## src/rtl/midi_pkg.sv

```systemverilog
// midi_pkg: constants, types and helpers shared by the MIDI blocks (midi_rx, midi_note_fifo, midi_tx).
package midi_pkg;

  localparam logic [3:0]  MIDI_STATUS_NOTE_ON  = 4'h9;
  localparam logic [3:0]  MIDI_STATUS_NOTE_OFF = 4'h8;
  localparam int unsigned MIDI_BAUD            = 31250;
  localparam int unsigned MIDI_FRAME_BITS      = 10;
  localparam int unsigned MIDI_BIT_IDX_W       = 4;

  // One note event as carried on the valid/ready interface
  typedef struct packed {
    logic       off;
    logic [3:0] chan;
    logic [6:0] key;
    logic [6:0] vel;
  } midi_note_ev_t;

  typedef enum logic {
    UTX_IDLE,
    UTX_SHIFT
  } utx_state_t;

  typedef enum logic {
    SEQ_IDLE,
    SEQ_SEND
  } seq_state_t;

  // Channel-voice status byte for a note on/off
  function automatic logic [7:0] midi_note_status(input logic off, input logic [3:0] chan);
    return {(off ? MIDI_STATUS_NOTE_OFF : MIDI_STATUS_NOTE_ON), chan};
  endfunction

endpackage

```

## src/rtl/midi_uart_tx.sv

```systemverilog
// midi_uart_tx: 8N1 byte serializer. A byte offered during the last cycle of
// the previous stop bit is taken immediately, so bytes go out back-to-back.
module midi_uart_tx
  import midi_pkg::*;
#(
  parameter int unsigned BIT_CYCLES = 1600
) (
  input  logic       clk,
  input  logic       rst,
  input  logic [7:0] byte_in,
  input  logic       byte_valid,
  output logic       byte_ready,
  output logic       tx
);

  localparam int unsigned CNT_W = (BIT_CYCLES > 1) ? $clog2(BIT_CYCLES) : 1;
  localparam logic [CNT_W-1:0] CNT_LAST = CNT_W'(BIT_CYCLES - 1);
  localparam logic [MIDI_BIT_IDX_W-1:0] BIT_LAST = MIDI_BIT_IDX_W'(MIDI_FRAME_BITS - 1);
  localparam logic [MIDI_BIT_IDX_W-1:0] BIT_PRE_STOP = MIDI_BIT_IDX_W'(MIDI_FRAME_BITS - 2);

  utx_state_t                r_state, w_state_nxt;
  logic [CNT_W-1:0]          r_baud, w_baud_nxt;
  logic [MIDI_BIT_IDX_W-1:0] r_bit_idx, w_bit_idx_nxt;
  logic [7:0]                r_data, w_data_nxt;
  logic                      r_tx, w_tx_nxt;
  logic                      w_bit_end;
  logic                      w_load;

  assign w_bit_end  = (r_baud == CNT_LAST);
  assign byte_ready = (r_state == UTX_IDLE) || (w_bit_end && (r_bit_idx == BIT_LAST));
  assign w_load     = byte_valid && byte_ready;
  assign tx         = r_tx;

  // State and datapath registers
  always_ff @(posedge clk) begin
    if (rst) begin
      r_state   <= UTX_IDLE;
      r_baud    <= '0;
      r_bit_idx <= '0;
      r_data    <= '0;
      r_tx      <= 1'b1;
    end else begin
      r_state   <= w_state_nxt;
      r_baud    <= w_baud_nxt;
      r_bit_idx <= w_bit_idx_nxt;
      r_data    <= w_data_nxt;
      r_tx      <= w_tx_nxt;
    end
  end

  // Next state: load a byte, count baud ticks, step through start/data/stop
  always_comb begin
    w_state_nxt   = r_state;
    w_baud_nxt    = r_baud;
    w_bit_idx_nxt = r_bit_idx;
    w_data_nxt    = r_data;
    w_tx_nxt      = r_tx;
    if (w_load) begin
      w_state_nxt   = UTX_SHIFT;
      w_data_nxt    = byte_in;
      w_bit_idx_nxt = '0;
      w_baud_nxt    = '0;
      w_tx_nxt      = 1'b0;
    end else if (r_state == UTX_SHIFT) begin
      if (!w_bit_end) begin
        w_baud_nxt = r_baud + CNT_W'(1);
      end else begin
        w_baud_nxt = '0;
        if (r_bit_idx == BIT_LAST) begin
          w_state_nxt = UTX_IDLE;
          w_tx_nxt    = 1'b1;
        end else begin
          w_bit_idx_nxt = r_bit_idx + MIDI_BIT_IDX_W'(1);
          w_tx_nxt      = (r_bit_idx == BIT_PRE_STOP) ? 1'b1 : r_data[r_bit_idx[2:0]];
        end
      end
    end
  end

endmodule

```

## src/rtl/midi_tx.sv

```systemverilog
// midi_tx: sequences one note event into a status/key/velocity message on the
// MIDI OUT line. Optional running status (skip a repeated status byte) is
// enabled by defining MIDI_RUNNING_STATUS_EN.
module midi_tx
  import midi_pkg::*;
#(
  parameter int unsigned BIT_CYCLES = 1600
) (
  input  logic       clk,
  input  logic       rst,
  input  logic       ev_valid,
  output logic       ev_ready,
  input  logic       ev_off,
  input  logic [3:0] ev_chan,
  input  logic [6:0] ev_key,
  input  logic [6:0] ev_vel,
  output logic       tx,
  output logic       busy
);

  localparam logic [1:0] BYTE_LAST = 2'd2;

  seq_state_t    r_state, w_state_nxt;
  logic [1:0]    r_byte_idx, w_byte_idx_nxt;
  logic [6:0]    r_key, w_key_nxt;
  logic [6:0]    r_vel, w_vel_nxt;
  logic          r_ev_ready, w_ev_ready_nxt;
  logic          r_busy, w_busy_nxt;
  midi_note_ev_t w_ev;
  logic [7:0]    w_status;
  logic [7:0]    w_byte_in;
  logic          w_byte_valid;
  logic          w_byte_ready;
  logic          w_skip;
  logic          w_tx;

`ifdef MIDI_RUNNING_STATUS_EN
  logic [7:0] r_last_status, w_last_status_nxt;
  logic       r_last_valid, w_last_valid_nxt;
  assign w_skip = r_last_valid && (w_status == r_last_status);
`else
  assign w_skip = 1'b0;
`endif

  assign w_ev     = '{off: ev_off, chan: ev_chan, key: ev_key, vel: ev_vel};
  assign w_status = midi_note_status(w_ev.off, w_ev.chan);
  assign ev_ready = r_ev_ready;
  assign busy     = r_busy;
  assign tx       = w_tx;

  midi_uart_tx #(
    .BIT_CYCLES(BIT_CYCLES)
  ) u_uart (
    .clk       (clk),
    .rst       (rst),
    .byte_in   (w_byte_in),
    .byte_valid(w_byte_valid),
    .byte_ready(w_byte_ready),
    .tx        (w_tx)
  );

  // Sequencer state, latched event fields and handshake outputs
  always_ff @(posedge clk) begin
    if (rst) begin
      r_state       <= SEQ_IDLE;
      r_byte_idx    <= '0;
      r_key         <= '0;
      r_vel         <= '0;
      r_ev_ready    <= 1'b1;
      r_busy        <= 1'b0;
`ifdef MIDI_RUNNING_STATUS_EN
      r_last_status <= '0;
      r_last_valid  <= 1'b0;
`endif
    end else begin
      r_state       <= w_state_nxt;
      r_byte_idx    <= w_byte_idx_nxt;
      r_key         <= w_key_nxt;
      r_vel         <= w_vel_nxt;
      r_ev_ready    <= w_ev_ready_nxt;
      r_busy        <= w_busy_nxt;
`ifdef MIDI_RUNNING_STATUS_EN
      r_last_status <= w_last_status_nxt;
      r_last_valid  <= w_last_valid_nxt;
`endif
    end
  end

  // Next state: first byte goes straight to the serializer on accept; the
  // following bytes are handed over at the end of each stop bit
  always_comb begin
    w_state_nxt       = r_state;
    w_byte_idx_nxt    = r_byte_idx;
    w_key_nxt         = r_key;
    w_vel_nxt         = r_vel;
    w_ev_ready_nxt    = r_ev_ready;
    w_busy_nxt        = r_busy;
    w_byte_valid      = 1'b0;
    w_byte_in         = 8'h00;
`ifdef MIDI_RUNNING_STATUS_EN
    w_last_status_nxt = r_last_status;
    w_last_valid_nxt  = r_last_valid;
`endif
    case (r_state)
      SEQ_IDLE: begin
        w_byte_valid = ev_valid && r_ev_ready;
        w_byte_in    = w_skip ? {1'b0, w_ev.key} : w_status;
        if (ev_valid && r_ev_ready) begin
          w_key_nxt      = w_ev.key;
          w_vel_nxt      = w_ev.vel;
          w_byte_idx_nxt = w_skip ? 2'd1 : 2'd0;
          w_state_nxt    = SEQ_SEND;
          w_ev_ready_nxt = 1'b0;
          w_busy_nxt     = 1'b1;
`ifdef MIDI_RUNNING_STATUS_EN
          if (!w_skip) begin
            w_last_status_nxt = w_status;
            w_last_valid_nxt  = 1'b1;
          end
`endif
        end
      end
      SEQ_SEND: begin
        w_byte_valid = (r_byte_idx != BYTE_LAST);
        w_byte_in    = (r_byte_idx == 2'd0) ? {1'b0, r_key} : {1'b0, r_vel};
        if (w_byte_ready) begin
          if (r_byte_idx == BYTE_LAST) begin
            w_state_nxt    = SEQ_IDLE;
            w_byte_idx_nxt = 2'd0;
            w_ev_ready_nxt = 1'b1;
            w_busy_nxt     = 1'b0;
          end else begin
            w_byte_idx_nxt = r_byte_idx + 2'd1;
          end
        end
      end
      default: begin
        w_state_nxt = SEQ_IDLE;
      end
    endcase
  end

endmodule

```

## config.mk

```make
export PLATFORM = sky130hd
export DESIGN_NAME = midi_tx
export DESIGN_NICKNAME = d
export VERILOG_FILES = /design/src/rtl/midi_pkg.sv /design/src/rtl/midi_uart_tx.sv /design/src/rtl/midi_tx.sv
export SDC_FILE = /design/constraint.sdc
export NUM_CORES = 1
export LEC_CHECK = 0
export ABC_AREA = 1
export BUFFER_PORTS_ARGS = -buffer_cell sky130_fd_sc_hd__buf_2
export CORE_MARGIN = 5
export CORE_UTILIZATION = 55
export DETAILED_ROUTE_END_ITERATION = 10
export PLACE_DENSITY = 0.85
export SLEW_MARGIN = 30
export SYNTH_ARGS = -nofsm -noshare
export SYNTH_HDL_FRONTEND = slang
export SYNTH_SLANG_ARGS = --single-unit
```

## constraint.sdc

```tcl
create_clock -name clk -period 3.45 [get_ports clk]
set_clock_uncertainty 0.2 [all_clocks]
set_input_delay 0.1725 -clock clk [delete_from_list [all_inputs] [get_ports clk]]
set_output_delay 0.1725 -clock clk [all_outputs]
set_load 0.05 [all_outputs]
```

==> flow_summary.toml <==
[sta]
period_minus_slack_ps = 2220
rsz0062_at_grt = "false"
setup_viol = 0
drv_slew = 0
tightest_slew_ps = 672
final.setup.tns_ps = 0
clock.fmax_mhz = 451
timing.hold.ws_ps = 70.1
fin_crit_sh = 0.642
hold_viol_final = 0
relSlewSlack = 0.551
worst_slack_ps = 1230

[yosys]
yosysTopAreaCellShare = 0.420
synthMuxAreaShare = 0
ys_types = 28
yosysWarningCount = 0
synth_area_um2 = 2100
yosys.area_share.simple = 0.330
synthXorXnorAreaFrac = 0.0376
post-synth-top-count-cell = "nor2_1"
synth_compound_gate_area_share = 0.135
async_reset_ff_frac = 0
synthAdderAreaFrac = 0.0239
synth_commonest_cells = "84 x nor2_1, 46 x nand2_1, 44 x dfxtp_1"
yosysTopAreaCell = "dfxtp_1"
synth-edff-count = 0
yosys-top-cells-area = "dfxtp_1 42%, nor2_1 15%, o21ai_0 9.1%"
avgSynthCellArea_um2 = 7.03
synth_top_family_by_area = "simple AND/OR/NAND/NOR gates"
synth_ff_type = "dfxtp_1"
synth_fp_nets = 324
synth-seq-cells = 44
synthCells = 298
synth-seq-area-share = 0.420

[finish]
register_area_um2 = 881
layout-drive-gt1-share = 0.128
nFillCells = 322
fin_cells = 385
multi_input_area_um2 = 1100
utilization = 0.676
postLayoutCellArea_um2 = 2490
num_antenna_cells = 0
finalNetCount = 362
area_growth_pct = 19.0

[flow_run]
drv_cap = 0

[placement]
dp_slack_ps = 1330
io_buffers = 24
gp_congestion = 0.786
numPlacedInstances = 362
hpwl_mm = 3.10
placed_area_um2 = 2230

[min_path]
holdPathEnd = "u_uart.r_data[1]"
whs_path_depth = 5
hp-class = "in2reg"
min-delay-start = "ev_chan[1]"

[pwr]
powerDensity_nw_per_um2 = 505
total_power_mw = 1.26
peakVddDrop_v = 0.000321
p_leak_nw = 1.05

[die]
die_w_um = 71.7
io_pins = 25
start_util = 0.568
rows = 22
die-area_um2 = 5150
die_h_um = 71.7
coreArea_um2 = 3690

[global_routing]
antenna_found_initial = 0
grt_max_degree = 27
grt_pass1_vias = 1945
grt_use_total = 0.202
grt_pass1_wl_mm = 8.34
grt-ovfl-total = 0

[clocking]
clock_latency_ps = 290
cts-root-buf = "clkbuf_8"
cts_tree = "yes"
htreeDepth = 2
numCtsBuffers = 5
cts.sinks = 44
cts_buffer_depth = 2
clk_pin_slew_ps = 90

[routing]
routed_wl_mm = 4.87
drc = 0
drt_pre_antenna_iters = 4
vias_per_cell = 5.25
drt_iter0_drc = 111
via_count = 2023
ant_nets = 0
routedWlPerCell_um = 12.7

[worst_setup_path]
r2r_end = "u_uart.tx"
cp_data_arrival_time_ps = 2210
crit_fanout = 16
rr_worst_depth = 8
cp-end-kind = "flop"
crit_path_start_kind = "flop"
reg2reg_from = "ev_ready"
crit_type = "reg2reg"
r2r_slack_ps = 1230
worst_ep_required_time_ps = 3440

[run_status]
outcome = "completed"
==> placed cells by master, fill, tap and decap left out, drive strengths merged <==
cell type    count
a22oi            1
bufinv           1
dlygate4sd3     15
inv             17
clkinvlp         1
o22ai            1
nand4            3
nor2            86
nor3             3
nor3b            4
buf             24
xor2             8
clkbuf           5
a21oi           11
xnor2            1
o21bai           2
o21ai           39
ha               4
clkinv           2
nand2           50
nand3b           1
nand3           14
dfxtp           44
==> how the worst max path moves through the flow <==
stage          startpoint          endpoint  slack (ps)  cells past startpoint
6_report         ev_ready         u_uart.tx        1230                      8
5_1_grt          ev_ready         u_uart.tx        1000                      8
4_1_cts           r_state         u_uart.tx        1280                      7
3_5_place_dp      r_state  u_uart.r_data[5]        1330                      8
3_3_place_gp      r_state  u_uart.r_data[5]        1430                      8
2_1_floorplan    ev_ready  u_uart.r_baud[1]        1570                      8
==> report_power, final <==
group          internal, mW  total, mW  switching (mW)
Combinational        0.0904      0.264           0.174
Clock                 0.214      0.390           0.176
Sequential            0.565      0.606          0.0418
Total                 0.869       1.26           0.391
==> routing by layer <==
metal | part of all wire | wire length, um | vias to the layer above | track usage
met1 | 0.43 | 2110 | 908 | 0.238
met3 | 0.044 | 216 | 19 | 0.0463
li1 | - | - | 1033 | -
met4 | 0.037 | 181 | 0 | 0.0960
met5 | 0 | 0 | - | 0
met2 | 0.48 | 2360 | 63 | 0.345
==> flip-flops by register name, summed over array words and instances (netlist names) <==
register,count
u_uart.r_state,1
u_uart.r_data,8
u_uart.r_bit_idx,4
ev_ready,1
u_uart.tx,1
busy,1
u_uart.r_baud,11
r_key,7
r_state,1
r_vel,7
r_byte_idx,2
==> kinds of logic after synthesis <==
logic type / Yosys count
adder cells (fa/ha/maj): 4
buffers and inverters: 26
flip-flops: 44
AO/OA/AOI/OAI: 54
AND/OR/NAND/NOR: 161
XOR/XNOR: 9
==> critical path: stages (launching register included) <==
cell and delay (ps):
dfxtp_1 380, nand2_1 120, nor2_2 400, inv_1 380, o21ai_2 210, nand2_1 110, nand3_1 100, nand2_1 60
o21bai_1 170
==> area by class of cell <==
type | count | area share
Multi-Input combinational cell | 228 | 0.442
Sequential cell | 44 | 0.353
Timing Repair Buffer | 39 | 0.108
Clock buffer | 5 | 0.0276
Inverter | 18 | 0.0276
Tap cell | 48 | 0.0241
Clock inverter | 3 | 0.0171
==> timing repair <==
action | CTS | global route
setup buffers | 0 | 0
gates resized for setup | 0 | 0
endpoints found under the hold margin | 18 | 0
hold buffers | 15 | 0
No activity file was read; power rests on OpenSTA's default activity.
